==> src/rtl/fft8_pkg.sv <==
// fft8_pkg: shared constants and types for the 8-point FFT frame sequencer.
//   N      - points per frame
//   IDX_W  - width of a slot/bin index
//   state_e - sequencer phases: FILL (collect samples), COMPUTE (core running),
//             DRAIN (stream bins out)
package fft8_pkg;
  localparam int N     = 8;
  localparam int IDX_W = 3;

  typedef enum logic [1:0] {
    FILL    = 2'd0,
    COMPUTE = 2'd1,
    DRAIN   = 2'd2
  } state_e;

  typedef logic [IDX_W-1:0] idx_t;
endpackage

==> src/rtl/fft8_frame_buf.sv <==
// fft8_frame_buf: N x W register file with one indexed write port, one
// whole-array load port and a parallel read of every entry.
//   clk, rst_n     - clock, asynchronous active-low reset (contents cleared)
//   we/waddr/wdata - indexed write of one entry
//   ld/ldata       - load all entries at once (takes priority over we)
//   rdata          - all entries, registered
module fft8_frame_buf
  import fft8_pkg::*;
#(
  parameter int W = 16
) (
  input  logic                clk,
  input  logic                rst_n,
  input  logic                we,
  input  idx_t                waddr,
  input  logic [W-1:0]        wdata,
  input  logic                ld,
  input  logic [N-1:0][W-1:0] ldata,
  output logic [N-1:0][W-1:0] rdata
);

  logic [N-1:0][W-1:0] mem_q, mem_d;

  // NOTE: every combinational output gets a default first so no path leaves it unassigned (no latch).
  always_comb begin
    mem_d = mem_q;
    if (ld) begin
      mem_d = ldata;
    end else if (we) begin
      mem_d[waddr] = wdata;
    end
  end

  // NOTE: this storage is reset on purpose - its contents drive the core
  // inputs, which must read zero out of reset.
  // NOTE: sequential state uses non-blocking assignments only.
  always_ff @(posedge clk or negedge rst_n) begin
    if (!rst_n) begin
      mem_q <= '0;
    end else begin
      mem_q <= mem_d;
    end
  end

  assign rdata = mem_q;

endmodule

==> src/rtl/fft8_frame_sequencer.sv <==
// fft8_frame_sequencer: streaming wrapper around an external 8-point FFT core.
// Collects 8 real samples (in_*), presents them in parallel on fft_x*, holds
// fft_en for FFT_LAT+1 cycles, captures fft_r*/fft_i* and streams the 8 bins
// out (out_*) one per handshake.
//   clk, rst        - clock, asynchronous active-low reset
//   in_valid/in_ready/in_data          - sample input handshake
//   out_valid/out_ready/out_re/out_im/out_idx/out_last - bin output handshake
//   flush           - drop a partial frame (only honoured while filling)
//   fft_x0..7, fft_en                  - to the core
//   fft_r0..7, fft_i0..7               - from the core
//   busy            - computing or draining
//   frame_cnt       - completed frames, wraps
module fft8_frame_sequencer
  import fft8_pkg::*;
#(
  parameter int W       = 16,
  parameter int FFT_LAT = 3
) (
  input  logic         clk,
  input  logic         rst,
  input  logic         in_valid,
  output logic         in_ready,
  input  logic [W-1:0] in_data,
  output logic         out_valid,
  input  logic         out_ready,
  output logic [W-1:0] out_re,
  output logic [W-1:0] out_im,
  output logic [2:0]   out_idx,
  output logic         out_last,
  input  logic         flush,
  output logic [W-1:0] fft_x0, fft_x1, fft_x2, fft_x3,
  output logic [W-1:0] fft_x4, fft_x5, fft_x6, fft_x7,
  output logic         fft_en,
  input  logic [W-1:0] fft_r0, fft_r1, fft_r2, fft_r3,
  input  logic [W-1:0] fft_r4, fft_r5, fft_r6, fft_r7,
  input  logic [W-1:0] fft_i0, fft_i1, fft_i2, fft_i3,
  input  logic [W-1:0] fft_i4, fft_i5, fft_i6, fft_i7,
  output logic         busy,
  output logic [15:0]  frame_cnt
);

  state_e        state_q, state_d;
  idx_t          wr_idx_q, wr_idx_d;
  idx_t          rd_idx_q, rd_idx_d;
  logic [3:0]    lat_q, lat_d;
  logic          out_valid_q, out_valid_d;
  logic [W-1:0]  out_re_q, out_re_d;
  logic [W-1:0]  out_im_q, out_im_d;
  logic          fft_en_q, fft_en_d;
  logic          busy_q, busy_d;
  logic [15:0]   frame_cnt_q, frame_cnt_d;

  logic                    in_accept, out_accept, capture, last_bin;
  logic [N-1:0][W-1:0]     smp_rdata;
  logic [N-1:0][2*W-1:0]   res_ldata, res_rdata;
  logic [2*W-1:0]          res_next;

  // flush wins over a same-cycle sample, which is dropped.
  assign in_accept  = (state_q == FILL) && in_valid && !flush;
  assign out_accept = out_valid_q && out_ready;
  assign capture    = (state_q == COMPUTE) && (lat_q == 4'(FFT_LAT));
  assign last_bin   = (rd_idx_q == idx_t'(N-1));

  assign res_ldata[0] = {fft_r0, fft_i0};
  assign res_ldata[1] = {fft_r1, fft_i1};
  assign res_ldata[2] = {fft_r2, fft_i2};
  assign res_ldata[3] = {fft_r3, fft_i3};
  assign res_ldata[4] = {fft_r4, fft_i4};
  assign res_ldata[5] = {fft_r5, fft_i5};
  assign res_ldata[6] = {fft_r6, fft_i6};
  assign res_ldata[7] = {fft_r7, fft_i7};

  fft8_frame_buf #(.W(W)) u_smp_buf (
    .clk   (clk),
    .rst_n (rst),
    .we    (in_accept),
    .waddr (wr_idx_q),
    .wdata (in_data),
    .ld    (1'b0),
    .ldata ('0),
    .rdata (smp_rdata)
  );

  fft8_frame_buf #(.W(2*W)) u_res_buf (
    .clk   (clk),
    .rst_n (rst),
    .we    (1'b0),
    .waddr ('0),
    .wdata ('0),
    .ld    (capture),
    .ldata (res_ldata),
    .rdata (res_rdata)
  );

  // State register and datapath flops.
  always_ff @(posedge clk or negedge rst) begin
    if (!rst) begin
      state_q     <= FILL;
      wr_idx_q    <= '0;
      rd_idx_q    <= '0;
      lat_q       <= '0;
      out_valid_q <= 1'b0;
      out_re_q    <= '0;
      out_im_q    <= '0;
      fft_en_q    <= 1'b0;
      busy_q      <= 1'b0;
      frame_cnt_q <= '0;
    end else begin
      state_q     <= state_d;
      wr_idx_q    <= wr_idx_d;
      rd_idx_q    <= rd_idx_d;
      lat_q       <= lat_d;
      out_valid_q <= out_valid_d;
      out_re_q    <= out_re_d;
      out_im_q    <= out_im_d;
      fft_en_q    <= fft_en_d;
      busy_q      <= busy_d;
      frame_cnt_q <= frame_cnt_d;
    end
  end

  // Next-state logic.
  always_comb begin
    state_d = state_q;
    case (state_q)
      FILL:    if (in_accept && (wr_idx_q == idx_t'(N-1))) state_d = COMPUTE;
      COMPUTE: if (capture) state_d = DRAIN;
      DRAIN:   if (out_accept && last_bin) state_d = FILL;
      default: state_d = FILL;
    endcase
  end

  // Counters and registered outputs, computed from the next state so they
  // line up with the phase they describe.
  assign res_next = res_rdata[rd_idx_q + idx_t'(1)];

  always_comb begin
    wr_idx_d    = wr_idx_q;
    rd_idx_d    = rd_idx_q;
    lat_d       = '0;
    out_re_d    = out_re_q;
    out_im_d    = out_im_q;
    frame_cnt_d = frame_cnt_q;

    if (state_q == FILL) begin
      // Index wraps 7 -> 0 on the final accept, ready for the next frame.
      if (flush)          wr_idx_d = '0;
      else if (in_accept) wr_idx_d = wr_idx_q + idx_t'(1);
    end

    if (state_q == COMPUTE) lat_d = lat_q + 4'd1;

    if (capture) begin
      // Bin 0 comes straight from the core so it is valid on the first
      // DRAIN cycle, the same edge the result buffer loads.
      out_re_d = fft_r0;
      out_im_d = fft_i0;
      rd_idx_d = '0;
    end else if (out_accept) begin
      rd_idx_d = rd_idx_q + idx_t'(1);
      if (last_bin) begin
        out_re_d    = '0;
        out_im_d    = '0;
        frame_cnt_d = frame_cnt_q + 16'd1;
      end else begin
        out_re_d = res_next[2*W-1:W];
        out_im_d = res_next[W-1:0];
      end
    end

    out_valid_d = (state_d == DRAIN);
    fft_en_d    = (state_d == COMPUTE);
    busy_d      = (state_d != FILL);
  end

  // Decoded outputs.
  always_comb begin
    in_ready = (state_q == FILL);
    out_last = out_valid_q && last_bin;
  end

  assign out_valid = out_valid_q;
  assign out_re    = out_re_q;
  assign out_im    = out_im_q;
  assign out_idx   = rd_idx_q;
  assign fft_en    = fft_en_q;
  assign busy      = busy_q;
  assign frame_cnt = frame_cnt_q;

  assign fft_x0 = smp_rdata[0];
  assign fft_x1 = smp_rdata[1];
  assign fft_x2 = smp_rdata[2];
  assign fft_x3 = smp_rdata[3];
  assign fft_x4 = smp_rdata[4];
  assign fft_x5 = smp_rdata[5];
  assign fft_x6 = smp_rdata[6];
  assign fft_x7 = smp_rdata[7];

endmodule

==> config.mk <==
export PLATFORM = sky130hd
export DESIGN_NAME = fft8_frame_sequencer
export DESIGN_NICKNAME = d
export VERILOG_FILES = /design/src/rtl/fft8_pkg.sv /design/src/rtl/fft8_frame_buf.sv /design/src/rtl/fft8_frame_sequencer.sv
export SDC_FILE = /design/constraint.sdc
export NUM_CORES = 1
export LEC_CHECK = 0
export ABC_AREA = 1
export CAP_MARGIN = 20
export CORE_UTILIZATION = 50
export CTS_CLUSTER_SIZE = 20
export DETAILED_ROUTE_END_ITERATION = 7
export PLACE_DENSITY = 0.77
export REMOVE_ABC_BUFFERS = 1
export SLEW_MARGIN = 10
export SYNTH_ARGS = -nofsm -noshare
export SYNTH_HDL_FRONTEND = slang
export SYNTH_SLANG_ARGS = --single-unit
==> constraint.sdc <==
create_clock -name clk -period 2.3 [get_ports clk]
set_input_delay 0.23 -clock clk [delete_from_list [all_inputs] [get_ports clk]]
set_output_delay 0.23 -clock clk [all_outputs]
set_load 0.02 [all_outputs]
==> impl_metrics.py, run 1 <==
metrics = {
    "routing": {
        "vias_per_cell": 5.30,
        "drtIter0Drc": 1131,
        "drcViolationCount": 0,
        "vias": 17400,
        "routedWlPerCell_um": 18.4,
        "firstDrtPassIters": 7,
        "wirelength_mm": 60.5,
        "ant_nets": 0,
    },
    "place": {
        "port-buffer-count": 460,
        "dp.cells": 3191,
        "dp_hpwl_mm": 41.2,
        "gp_congestion": 0.869,
    },
    "sta": {
        "period_minus_slack_ns": 2.25,
        "rsz0062_at_grt": "no",
        "whs_ns": 0.181,
        "setup_viol": 0,
        "max_freq_mhz": 445,
        "skew_ns": 0.0184,
        "max_slew.worst_pin.slew_ns": 0.664,
        "drv_slew": 0,
        "relSlewSlack": 0.557,
        "hold_viol_final": 0,
        "min_period_over_period": 0.977,
    },
    "finish": {
        "layout_common_cells": "nand2_1, clkdlybuf4s50_1, dfrtp_1",
        "nets": 3009,
        "final_layout_size_suffix_gt1_frac": 0.0580,
        "final_common_cell": "nand2_1",
        "final_core_utilization": 0.688,
        "finalNonFillerCells": 3288,
        "areaGrowthSynthToFinish_pct": 35.7,
        "nFillCells": 3010,
    },
    "cts": {
        "cts.clk_slew.worst_paths_ns": 0.06,
        "cts_root_buffer": "clkbuf_16",
        "insertion_delay_ns": 0.58,
        "numCtsBuffers": 48,
        "h-tree-depth": 2,
        "clockBufferDepth": 3,
        "cts_tree": "yes",
        "cts_sinks": 447,
    },
    "setup_path": {
        "cp.arrival_ns": 2.02,
        "start_kind": "register",
        "path_buf_inv": 2,
        "cp_slowest_stage_delay_ns": 0.67,
        "critPathSlowestCell": "clkdlybuf4s50_1",
        "path_max_fanout": 38,
        "cp_cell_sequence": "buf_6, clkdlybuf4s50_1",
        "critical_path.endpoint_type": "output port",
        "timing.rr.start": "out_idx[0]",
        "crit_start": "out_idx[0]",
        "required_ns": 2.07,
        "path_delay_family": "buffers and inverters",
        "worstSetupPathType": "register to output port",
    },
    "logic_synthesis": {
        "synth_edf_count": 0,
        "syn_inst": 2299,
        "seq_area_frac_synth": 0.572,
        "async_flop_share": 1.00,
        "synthFlopType": "dfrtp_1",
        "ys_ff_latch": 447,
        "ys_types": 29,
        "syn-cell-area_um2": 19500,
        "syn_avg_cell_area_um2": 8.50,
        "yosysWarnings": 0,
    },
    "global_route": {
        "antenna_found_initial": 11,
        "grt_pass1_wl_mm": 94.3,
        "grt_pass1_vias": 17400,
        "gr-total-overflow": 0,
        "grt_use_total": 0.306,
        "grt_max_degree": 97,
    },
    "power": {
        "peakVddDrop_uv": 606,
        "p_total_mw": 19.3,
        "p_per_area_nw_per_um2": 729,
        "leakagePower_nw": 12.1,
    },
    "floorplanning": {
        "die-area_um2": 39900,
        "dieHeight_um": 200,
        "num_rows": 72,
        "ios": 461,
        "start_util": 0.507,
        "core_area_um2": 38600,
        "dieWidth_um": 200,
    },
    "min_path": {
        "hp-class": "primary input to register",
        "holdCritStartpoint": "fft_i5[12]",
    },
    "run": {
        "max-cap-violations": 0,
    },
    "run_status": {
        "status": "finished, final reports clean",
    },
}
-- tightest hold or removal path: cells and delay by family --
family                 cells  cell delay, ns
buffers and inverters      1            0.39
AND/OR/NAND/NOR            2            0.10
-- kinds of logic (layout without fill, tap and decap cells) --
family | after synthesis | in the layout | synth area share
flops | 447 | 447 | 0.572
compound gates | 521 | 521 | 0.142
simple gates | 936 | 936 | 0.197
xor+xnor | 10 | 10 | 0.00448
buf+inv | 379 | 840 | 0.0808
other cells | 0 | 10 | 0
fa+ha+maj | 6 | 6 | 0.00384
-- flip-flops by register name, summed over array words and instances, names as in the netlist --
signal           count
wr_idx_q             3
u_res_buf.rdata    256
lat_q                4
out_im              16
state_q              2
out_re              16
out_idx              3
out_valid            1
frame_cnt           16
fft_en               1
u_smp_buf.rdata    128
busy                 1
-- Yosys cell counts, types with 2 or more instances --
master | n | area [µm²]
nand2_1 | 745 | 2800
dfrtp_1 | 447 | 11200
o21ai_0 | 289 | 1450
inv_1 | 232 | 871
nand3_1 | 135 | 676
o21ai_1 | 104 | 521
buf_2 | 83 | 415
a21oi_1 | 63 | 315
o211ai_1 | 62 | 465
clkbuf_1 | 37 | 139
nor2_1 | 34 | 128
buf_1 | 13 | 48.8
buf_4 | 12 | 90.1
xor2_1 | 9 | 78.8
ha_1 | 6 | 75.1
nand4_1 | 6 | 37.5
nand4_4 | 6 | 128
nand2_2 | 3 | 18.8
nand3b_1 | 2 | 15.0
o31ai_1 | 2 | 15.0
-- layout make-up --
class,instances,area [µm²],share of cell area
Sequential cell,447,11200,0.422
Multi-Input combinational cell,1473,6820,0.257
Timing Repair Buffer,523,5310,0.200
Clock buffer,65,1400,0.0526
Inverter,233,875,0.0330
Tap cell,518,648,0.0244
Clock inverter,19,263,0.00991
Antenna cell,10,25.0,0.000943
-- layer usage --
layer  track usage  up-vias  wire length (µm)
met5             0        -                31
met4         0.152        4              2430
met3        0.0895      136              5720
met2         0.494      733             28500
met1         0.376     8326             23900
li1              -     8225                 -
-- where the power goes --
group          leakage (nW)  internal [mW]  switching, mW
Clock                 0.823           4.92           3.21
Combinational          6.63           1.32           1.42
Sequential             4.70           8.23          0.254
-- through the flow --
step | setup slack [ns] | area [µm²] | setup TNS [ns]
floorplan | -6.28 | 18800 | -1356.55
global placement | 0.336 | 24800 | 0
detailed placement | 0.310 | 24800 | 0
CTS | 0.0310 | 26500 | 0
global route | 0.00320 | 26500 | 0
finish | 0.0538 | 26500 | 0
-- path summary, 6_finish.rpt --
kind	endpoint	slack (ns)	cells after the start
max in group asynchronous	u_res_buf.rdata[73]	1.12	4
min reg2reg	u_res_buf.rdata[159]	0.46	2
max	out_idx[0]	0.05	2
min in group asynchronous	u_res_buf.rdata[161]	0.21	2
min	u_res_buf.rdata[172]	0.18	3
max reg2reg	out_re[11]	0.38	6
-- timing repair --
action / in CTS / in global routing
setup buffers: 2 / 0
hold endpoints to repair: 47 / 0
hold buffers: 1 / 0
setup endpoints to repair: 2 / 0
resized for setup: 2 / 0
Note: power is estimated with default switching activity, not from simulation.
==> run 2: changes to the inputs <==
Settings changed: RECOVER_POWER from default to 50.
==> run 2 against run 1 <==
Highest routed layer unchanged. Hold slack got worse by 0.00095 ns. Via count is 0.28% higher. Critical path type unchanged. Largest cell class unchanged. Sequential cell count unchanged. Sequential share of layout area grew 0.34 points. Register-to-register slack worse by 0.22 ns. Wire length is 0.17% lower. Largest power group unchanged. Maximum frequency rose by 0.30%. First-iteration DRC count increased by 1.5%. Clock-buffer cell count is the same.
==> impl_metrics.py, run 2 (synthesized netlist as in run 1, its figures left out) <==
metrics = {
    "run_status": {
        "status": "finished, final reports clean",
    },
    "routing": {
        "routedWlPerCell_um": 18.4,
        "vias": 17500,
        "ant_nets": 0,
        "wirelength_mm": 60.4,
        "drcViolationCount": 0,
        "vias_per_cell": 5.32,
        "drtIter0Drc": 1148,
        "firstDrtPassIters": 5,
    },
    "sta": {
        "rsz0062_at_grt": "no",
        "relSlewSlack": 0.0715,
        "setup_ws_ns": 0.0606,
        "hold_viol_final": 0,
        "period_minus_slack_ns": 2.24,
        "skew_ns": 0.0211,
        "setup_viol": 0,
        "whs_ns": 0.180,
        "min_period_over_period": 0.974,
        "max_freq_mhz": 447,
        "max_slew.worst_pin.slew_ns": 1.39,
        "drv_slew": 0,
    },
    "power": {
        "clock_power_share": 0.421,
        "p_sw_frac": 0.253,
        "peakVddDrop_uv": 612,
        "intPower_mw": 14.4,
        "leakagePower_nw": 12.0,
        "p_per_area_nw_per_um2": 734,
        "seqPwrFrac": 0.439,
        "p_sw_mw": 4.88,
        "p_comb_frac": 0.140,
    },
    "setup_path": {
        "start_kind": "register",
        "worst-r2r-cell-count": 8,
        "rrSetupSlack_ns": 0.16,
        "critical_path.endpoint_type": "output port",
        "cp.arrival_ns": 2.01,
        "cp_slowest_stage_delay_ns": 0.67,
        "required_ns": 2.07,
        "path_buf_inv": 2,
        "rr_endpoint": "u_smp_buf.rdata[111]",
        "worstSetupPathType": "register to output port",
        "timing.rr.start": "state_q[0]",
        "path_delay_family": "buffers and inverters",
        "critPathSlowestCell": "clkdlybuf4s50_1",
        "cp_cell_sequence": "buf_6, clkdlybuf4s50_1",
        "path_max_fanout": 38,
    },
    "place": {
        "place_ws_ns": 0.310,
        "placed_cell_area_um2": 24800,
        "dp_hpwl_mm": 41.2,
        "gp_congestion": 0.869,
        "port-buffer-count": 460,
    },
    "floorplanning": {
        "num_rows": 72,
        "die-area_um2": 39900,
        "ios": 461,
        "start_util": 0.507,
        "dieHeight_um": 200,
        "dieWidth_um": 200,
        "core_area_um2": 38600,
    },
    "global_route": {
        "gr-total-overflow": 0,
        "grt_use_total": 0.306,
        "antenna_found_initial": 11,
        "grt_pass1_wl_mm": 94.3,
        "grt_max_degree": 97,
        "grt_pass1_vias": 17400,
    },
    "finish": {
        "areaGrowthSynthToFinish_pct": 34.6,
        "final_core_utilization": 0.682,
        "largest_reg_flops": 256,
        "final_layout_size_suffix_gt1_frac": 0.0504,
        "nets": 3009,
        "final_common_cell": "nand2_1",
        "final_area_um2": 26300,
        "layout_common_cells": "nand2_1, clkdlybuf4s50_1, dfrtp_1",
        "nFillCells": 3055,
    },
    "min_path": {
        "hp-class": "primary input to async pin",
    },
    "cts": {
        "cts_tree": "yes",
        "cts_root_buffer": "clkbuf_16",
        "h-tree-depth": 2,
        "clockBufferDepth": 3,
        "insertion_delay_ns": 0.58,
        "cts.clk_slew.worst_paths_ns": 0.06,
        "cts_sinks": 447,
        "numCtsBuffers": 48,
    },
    "run": {
        "max-cap-violations": 0,
    },
}
[run 2: cell types whose count changed in the layout (fill, tap and decap cells not counted), sizes merged]
cell	before	now
clkbuf	65	92
clkdlybuf4s50	458	456
diode	10	9
buf	63	36
dlygate4sd3	1	3
[run 2: final cells by class]
| class | instances | area, µm² | share of cell area |
|---|---|---|---|
| sequential | 447 | 11200 | 0.425 |
| multi-input combinational | 1473 | 6780 | 0.257 |
| timing repair buffer | 523 | 5140 | 0.195 |
| clock buffer | 65 | 1400 | 0.0531 |
| inverter | 233 | 875 | 0.0332 |
| tap | 518 | 648 | 0.0246 |
| clock inverter | 19 | 263 | 0.00999 |
| antenna | 9 | 22.5 | 0.000856 |
[run 2: stage by stage]
step | std cells | power [mW] | setup TNS [ns]
2_1_floorplan | 2153 | 9.56 | -1356.55
3_3_place_gp | 3191 | 11.3 | 0
3_5_place_dp | 3191 | 11.3 | 0
4_1_cts | 3278 | 19.5 | 0
5_1_grt | 3286 | 20.0 | 0
6_report | 3287 | 19.3 | 0
[run 2: routing by layer]
metal / GRT usage / wire length, µm
met1: 0.376 / 23800
met2: 0.494 / 28400
met3: 0.0895 / 5740
met4: 0.152 / 2450
met5: 0 / 26
[run 2: power groups by stage]
stage	registers [mW]	clock network [mW]	logic, mW
after floorplan	9.06	0	0.500
after global placement	8.60	0	2.68
after detailed placement	8.61	0	2.71
after CTS	8.48	8.23	2.74
after global routing	8.52	8.55	2.90
final	8.49	8.13	2.70
[run 2: how the worst max path moves through the flow]
| stage | slack [ns] | startpoint | end | depth (start not counted) |
|---|---|---|---|---|
| after floorplan | -6.28 | lat_q[0] | out_im[0] | 6 |
| after global placement | 0.34 | out_idx[0] | out_re[11] | 6 |
| after detailed placement | 0.31 | out_idx[0] | out_re[11] | 6 |
| after CTS | 0.03 | out_idx[0] | out_idx[0] | 2 |
| after global routing | 0.003 | out_idx[0] | out_idx[0] | 2 |
| final | 0.06 | out_idx[0] | out_idx[0] | 2 |
[run 2: timing repair]
action                                  CTS  global route
hold buffers                              1             0
gates resized for setup                   2             0
endpoints found under the setup margin    2             0
buffers inserted                          2             0
hold endpoints to repair                 47             0
